--- config.mk ---
export PLATFORM = sky130hd
export DESIGN_NAME = audio_stream_buffer
export DESIGN_NICKNAME = d
export VERILOG_FILES = /design/src/rtl/audio_stream_buffer.sv
export SDC_FILE = /design/constraint.sdc
export NUM_CORES = 1
export LEC_CHECK = 0
export ABC_AREA = 1
export CAP_MARGIN = 40
export CELL_PAD_IN_SITES_DETAIL_PLACEMENT = 0
export CELL_PAD_IN_SITES_GLOBAL_PLACEMENT = 1
export CORE_UTILIZATION = 45
export DETAILED_ROUTE_END_ITERATION = 8
export PLACE_DENSITY = 0.73
export SLEW_MARGIN = 20
export SYNTH_ARGS = -nofsm -noshare
export SYNTH_HDL_FRONTEND = slang
export SYNTH_SLANG_ARGS = --single-unit
--- constraint.sdc ---
create_clock -name CLOCK_50 -period 6.2 [get_ports CLOCK_50]
set_input_delay 1.24 -clock CLOCK_50 [delete_from_list [all_inputs] [get_ports CLOCK_50]]
set_output_delay 1.24 -clock CLOCK_50 [all_outputs]
set_load 0.05 [all_outputs]
--- src/rtl/audio_stream_buffer.sv ---
// Audio stream buffer: playback and capture FIFOs around
// a four-state codec exchange sequencer.
module audio_stream_buffer #(
  parameter int SAMPLE_W      = 24,
  parameter int DEPTH         = 16,
  parameter bit UNDERRUN_ZERO = 1'b0,
  parameter bit MONO          = 1'b0
) (
  input  logic                    CLOCK_50,
  input  logic                    reset,
  input  logic                    s_valid,
  output logic                    s_ready,
  input  logic [SAMPLE_W-1:0]     s_left,
  input  logic [SAMPLE_W-1:0]     s_right,
  output logic                    m_valid,
  input  logic                    m_ready,
  output logic [SAMPLE_W-1:0]     m_left,
  output logic [SAMPLE_W-1:0]     m_right,
  input  logic                    codec_write_ready,
  input  logic                    codec_read_ready,
  output logic                    codec_write,
  output logic                    codec_read,
  output logic [23:0]             codec_dac_left,
  output logic [23:0]             codec_dac_right,
  input  logic [23:0]             codec_adc_left,
  input  logic [23:0]             codec_adc_right,
  output logic                    underrun,
  output logic                    overrun,
  output logic [$clog2(DEPTH):0]  tx_level,
  output logic [$clog2(DEPTH):0]  rx_level
);

  localparam int AW = $clog2(DEPTH);
  localparam int LW = AW + 1;
  localparam logic [LW-1:0] FULL = LW'(DEPTH);

  typedef enum logic [1:0] {
    IDLE,
    ARM,
    FIRE,
    HOLD
  } state_t;

  state_t state_q, state_d;

  logic [SAMPLE_W-1:0] tx_mem_l [DEPTH];
  logic [SAMPLE_W-1:0] tx_mem_r [DEPTH];
  logic [SAMPLE_W-1:0] rx_mem_l [DEPTH];
  logic [SAMPLE_W-1:0] rx_mem_r [DEPTH];

  logic [AW-1:0] tx_wp, tx_rp;
  logic [AW-1:0] rx_wp, rx_rp;
  logic [LW-1:0] tx_cnt, rx_cnt;

  logic tx_push, tx_pop;
  logic rx_push, rx_pop;
  logic rx_full, fire, armed, ovr;

  logic [23:0] head_l, head_r;
  logic [23:0] dac_l, dac_r;
  logic [23:0] last_l, last_r;

  // Left-justify a user sample into the 24-bit codec word.
  function automatic logic [23:0] pad(
    input logic [SAMPLE_W-1:0] s
  );
    pad = '0;
    pad[23 -: SAMPLE_W] = s;
  endfunction

  // Occupancy step: simultaneous push and pop cancel.
  function automatic logic [LW-1:0] step(
    input logic [LW-1:0] c,
    input logic          up,
    input logic          dn
  );
    unique case (1'b1)
      up & ~dn: step = c + 1'b1;
      dn & ~up: step = c - 1'b1;
      default:  step = c;
    endcase
  endfunction

  assign fire    = (state_q == FIRE);
  assign s_ready = (tx_cnt < FULL);
  assign tx_push = s_valid & s_ready;
  assign tx_pop  = fire & armed;
  assign rx_full = (rx_cnt == FULL);
  assign rx_pop  = (rx_cnt != '0) & m_ready;
  assign rx_push = fire & (~rx_full | rx_pop);
  assign ovr     = fire & rx_full & ~rx_pop;

  assign head_l = pad(tx_mem_l[tx_rp]);
  assign head_r = MONO ? head_l : pad(tx_mem_r[tx_rp]);

  // Sample storage writes; the RX side keeps the ADC MSBs.
  always_ff @(posedge CLOCK_50) begin
    if (!reset && tx_push) begin
      tx_mem_l[tx_wp] <= s_left;
      tx_mem_r[tx_wp] <= s_right;
    end
    if (!reset && rx_push) begin
      rx_mem_l[rx_wp] <= codec_adc_left[23 -: SAMPLE_W];
      rx_mem_r[rx_wp] <= codec_adc_right[23 -: SAMPLE_W];
    end
  end

  // Wrapping pointers and registered levels for both FIFOs.
  always_ff @(posedge CLOCK_50) begin
    if (reset) begin
      tx_wp  <= '0;
      tx_rp  <= '0;
      rx_wp  <= '0;
      rx_rp  <= '0;
      tx_cnt <= '0;
      rx_cnt <= '0;
    end else begin
      if (tx_push) tx_wp <= tx_wp + 1'b1;
      if (tx_pop)  tx_rp <= tx_rp + 1'b1;
      if (rx_push) rx_wp <= rx_wp + 1'b1;
      if (rx_pop)  rx_rp <= rx_rp + 1'b1;
      tx_cnt <= step(tx_cnt, tx_push, tx_pop);
      rx_cnt <= step(rx_cnt, rx_push, rx_pop);
    end
  end

  // Codec data is loaded only in ARM and held otherwise.
  always_ff @(posedge CLOCK_50) begin
    if (reset) begin
      armed  <= 1'b0;
      dac_l  <= '0;
      dac_r  <= '0;
      last_l <= '0;
      last_r <= '0;
    end else if (state_q == ARM) begin
      armed <= (tx_cnt != '0);
      if (tx_cnt != '0) begin
        dac_l  <= head_l;
        dac_r  <= head_r;
        last_l <= head_l;
        last_r <= head_r;
      end else if (UNDERRUN_ZERO) begin
        dac_l <= '0;
        dac_r <= '0;
      end else begin
        dac_l <= last_l;
        dac_r <= last_r;
      end
    end
  end

  // Exchange sequencer state register.
  always_ff @(posedge CLOCK_50) begin
    if (reset) state_q <= IDLE;
    else       state_q <= state_d;
  end

  // Exchange sequencer next state; ARM always completes.
  always_comb begin
    state_d = state_q;
    unique case (state_q)
      IDLE: begin
        if (codec_write_ready && codec_read_ready)
          state_d = ARM;
      end
      ARM:     state_d = FIRE;
      FIRE:    state_d = HOLD;
      HOLD:    state_d = IDLE;
      default: state_d = IDLE;
    endcase
  end

  assign m_valid         = ~reset & (rx_cnt != '0);
  assign m_left          = reset ? '0 : rx_mem_l[rx_rp];
  assign m_right         = reset ? '0 : rx_mem_r[rx_rp];
  assign codec_write     = ~reset & fire;
  assign codec_read      = ~reset & fire;
  assign codec_dac_left  = reset ? '0 : dac_l;
  assign codec_dac_right = reset ? '0 : dac_r;
  assign underrun        = ~reset & fire & ~armed;
  assign overrun         = ~reset & ovr;
  assign tx_level        = reset ? '0 : tx_cnt;
  assign rx_level        = reset ? '0 : rx_cnt;

endmodule

Word-level counts from Yosys, hierarchy flattened. Memory sizes are Yosys's and may differ from the RTL's. A register that Yosys moved wholly into a read port is not among the register bits. Cells that the tools add are included.

Add/subtract/negate cells: 8. $lt $le $gt $ge: 1. Eq/ne operators: 5. Mux-type cells: 18. Bitwise operators: 22. Reductions and logical operators: 10.

Operators by type and width (number): two-way mux 24 bit (4); case mux 5 bit (2 select lines) (2); adder 4 x 1 -> 4 bit, second input constant (4); two-way mux 4 bit (4); AND 1 bit (14); adder 5 x 1 -> 5 bit, second input constant (2); two-way mux 5 bit (2); nonzero test 5 bit (2); subtractor 5 x 1 -> 5 bit, second input constant (2); case mux 2 bit (4 select lines) (1); NOT 1 bit (7); equality test 5 bit, second input constant (1); < comparator 5 bit, second input constant (1); equality test 2 bit, second input constant (2); two-way mux 1 bit (4); nonzero test 2 bit (2); logical AND 1 bit (3); equality test 2 x 1 -> 1 bit, second input constant (1); logical NOT 2 bit (1); two-way mux 2 bit (1); != test 2 bit, second input constant (1); AND reduction 2 bit (1); logical NOT 1 bit (1); OR 1 bit (1).

Register bits after elaboration: 29. RAM bits: 1536. Bits of input ports: 102. Output and inout port bits: 112. Memories: 4.

Memory list: rx_mem_l (words 16, bits a word 24, rd ports 1, clocked after Yosys merged registers in 1, write ports 1, line 48) `logic [SAMPLE_W-1:0] rx_mem_l [DEPTH];`; rx_mem_r (words 16, bits a word 24, rd ports 1, clocked after Yosys merged registers in 1, write ports 1, line 49) `logic [SAMPLE_W-1:0] rx_mem_r [DEPTH];`; tx_mem_l (words 16, bits a word 24, rd ports 1, clocked after Yosys merged registers in 1, write ports 1, line 46) `logic [SAMPLE_W-1:0] tx_mem_l [DEPTH];`; tx_mem_r (words 16, bits a word 24, rd ports 1, clocked after Yosys merged registers in 1, write ports 1, line 47) `logic [SAMPLE_W-1:0] tx_mem_r [DEPTH];`.

Logic depth before layout (Yosys ltp).
Word-level depth: 7. Mapped depth: 16. Depth with buffers taken out: 16.

Worst setup path before layout. No wires, ideal clock.

Path type: input to register. From: input port m_ready. To: memory rx_mem_l[0][0], enable pin. Data arrival time: 3.779 ns. Path slack: 1.967 ns. Cell stages on the path: 6. Cells stage by stage: nor2_1 -> nand3_1 -> nand2_1 -> nor2_1 -> nand2_1 -> nor2_1.

Word-level cells in the longest chain between the ends: 6.

RTL lines: start: declaration (line 16) `input logic m_ready,`; AND 1 bit (line 89) `assign rx_pop = (rx_cnt != '0) & m_ready;`; OR 1 bit (line 90) `assign rx_push = fire & (~rx_full | rx_pop);`; AND 1 bit (line 90); logical AND 1 bit (line 102) `if (!reset && rx_push) begin`; two-way mux 1 bit (line 102); two-way mux 1 bit (implied by the code) (line 103) `rx_mem_l[rx_wp] <= codec_adc_left[23 -: SAMPLE_W];`; end: declaration (line 48).

No other way between the ends.

==> impl_metrics.json <==
{
  "drt_iter0_drc": 3932,
  "routed_wl_um": 160000,
  "synth_top_area_share_pct": 71.5,
  "tightest_slew_ps": 1280,
  "synth_edf_count": 1536,
  "floorplan.initialDensity_pct": 45.5,
  "synthDistinctLibCells": 28,
  "track_usage_pct": 21.8,
  "synth_xor_area_share_pct": 0.0543,
  "cts_tree": "built",
  "viasPerCell": 5.57,
  "critPathCaptureType": "primary output",
  "wire_per_inst_um": 22.2,
  "setup_violations": 0,
  "fin_crit_sh_pct": 83.0,
  "layout_common_cells": "edfxtp_1, o21ai_0, inv_1",
  "core_area_um2": 142000,
  "htreeDepth": 4,
  "first_global_vias": 38200,
  "multi_input_area_um2": 13400,
  "area_delta_synth_final_pct": 15.7,
  "synth-compound-area-share_pct": 12.5,
  "gp_congestion": 0.747,
  "final_area_um2": 74700,
  "final_common_cell": "edfxtp_1",
  "vias": 40100,
  "muxShareOfSynthArea_pct": 0,
  "crit_type": "flip-flop to primary output",
  "cp-start-kind": "flip-flop",
  "crit_path_max_fanout": 101,
  "seq_area_frac_synth_pct": 74.0,
  "status": "finished, final reports clean",
  "drive_gt1_share_pct": 7.19,
  "synthArstFlopShare_pct": 0,
  "grt_pass1_wl_um": 239000,
  "grt_antenna_before_repair": 14,
  "ctsRootBufferMaster": "clkbuf_16",
  "cp.required_ps": 4960,
  "num-fill-cells": 11800,
  "power_density_nw_per_um2": 348,
  "dpl_cell_area_um2": 69300,
  "ctsHoldBuffers": 0,
  "ios": 214,
  "synth_ff_type": "edfxtp_1",
  "die_x_um": 381,
  "drt_first_pass_iters": 8,
  "synthSimpleGateAreaFrac_pct": 7.49,
  "syn_area_per_cell_um2": 12.9,
  "worst_ep_arrival_time_ps": 3910,
  "post-cts-setup-buffer-count": 0,
  "die-area_um2": 145000,
  "syn_nets": 5137,
  "leakage_nw": 24.7,
  "ctsResizeCount": 0,
  "ys_ff_latch": 1617,
  "dp_hpwl_um": 82900,
  "drv_slew": 0,
  "fin_setup_tns_ps": 0,
  "synth_top_family_by_area": "compound AO/OA/AOI/OAI gates",
  "drc": 0,
  "yosys.area_share.adder_pct": 0.380,
  "grt_remaining_overflow": 0,
  "cts_buffer_depth": 3,
  "fmax_mhz": 194,
  "hold_viol_final": 0,
  "hp-class": "flip-flop to flip-flop",
  "post-route-min-period_ps": 5150,
  "portBuffers": 213,
  "whs_ps": 497,
  "skew_ps": 43.8,
  "chipHeight_um": 381,
  "clk_latency_ps": 820,
  "numCtsBuffers": 169,
  "yosys_warnings": 0,
  "rsz0062_at_grt": "false",
  "p_total_mw": 26.0,
  "clk_pin_slew_ps": 60,
  "clock_sinks": 1617,
  "seq_area_um2": 47800,
  "maxCapViolations": 0,
  "syn_area_um2": 64500,
  "yosys-top-cells-area": "edfxtp_1, o21ai_0, o211ai_1",
  "final_util_pct": 52.6,
  "max-slew-margin-rel_pct": 14.5,
  "ant_nets": 0,
  "num-nets-final": 5281,
  "synth_cells": 5016,
  "synth_area_leader_cell": "edfxtp_1",
  "grt_max_degree": 271,
  "row_count": 138,
  "peakVddDrop_v": 0.000283
}
## state kept, by name (all words and copies together), names as in the netlist, 5 cells and up, named ones only
signal    count
last_l       24
tx_cnt        5
last_r       24
rx_cnt        5
rx_mem_l    384
tx_mem_l    384
tx_mem_r    384
rx_mem_r    384
## worst paths after layout
path / cells after the start / from / slack, ps / end
worst max-delay path: 8 / flip-flop / 1050 / m_left[5]
worst min-delay path: 2 / last_l[15]$_SDFFE_PP0P_ / 500 / last_l[15]$_SDFFE_PP0P_
worst max register to register: 7 / state_q[0]$_SDFFE_PP0P_ / 3330 / rx_mem_r[11][12]$_DFFE_PP_
worst min register to register: 2 / last_l[15]$_SDFFE_PP0P_ / 500 / last_l[15]$_SDFFE_PP0P_
## synthesized netlist by cell type (4+ instances only)
cell      number
nand4_1        4
a21oi_1      261
nand2_1      245
nor2_1       496
o21ai_0      599
ha_1          18
buf_1         40
o22ai_1       47
nand3_1      401
clkbuf_2       4
clkbuf_1     171
inv_1        528
buf_4         38
o211ai_1     287
edfxtp_1    1536
o221ai_1     146
dfxtp_1       81
buf_2         94
## worst max-delay path: stages, from the launching register on
cell and delay (ps):
dfxtp_4 380, inv_8 440, buf_16 360, buf_4 340
o21ai_0 110, o22ai_1 140, o211ai_1 110, a21oi_1 260
clkdlybuf4s50_1 860
## power by group
part	leakage, nW	internal [mW]	switching, mW	total (mW)
Sequential	14.5	12.2	0.121	12.3
Clock	2.56	5.45	4.23	9.67
Combinational	7.61	1.21	2.80	4.01
Total	24.7	18.8	7.15	26.0
## cell type report
cell class | count | area share, %
inverter | 533 | 2.71
sequential | 1617 | 64.0
clock inverter | 91 | 1.12
tap | 1890 | 3.17
clock buffer | 218 | 5.96
antenna | 6 | 0.0201
multi-input combinational | 2516 | 18.0
timing repair buffer | 323 | 5.09
## cell families (layout without fill, tap and decap cells)
| group | after synthesis | in the layout |
|---|---|---|
| buffers and inverters | 883 | 1165 |
| xor gates and xnor gates | 4 | 4 |
| and+or+nand+nor | 1150 | 1150 |
| DFF | 1617 | 1617 |
| AOI/OAI and AO/OA | 1343 | 1343 |
| adders and majority gates | 19 | 19 |
| other | 0 | 6 |
## through the flow
stage / cells / setup slack (ps)
2_1_floorplan: 5016 / 1970
3_3_place_gp: 6844 / 1650
3_5_place_dp: 6877 / 1620
4_1_cts: 7186 / 973
5_1_grt: 7189 / 791
6_report: 7194 / 1050
## layer usage
layer / vias up / share of wire, % / global-route usage [%]
met5: - / 0.076 / 0
met4: 16 / 2.5 / 6.61
met3: 267 / 5.9 / 3.74
met2: 1218 / 49 / 35.9
met1: 19900 / 43 / 29.6
li1: 18600 / - / -
Note: power is estimated with default switching activity, not from simulation.
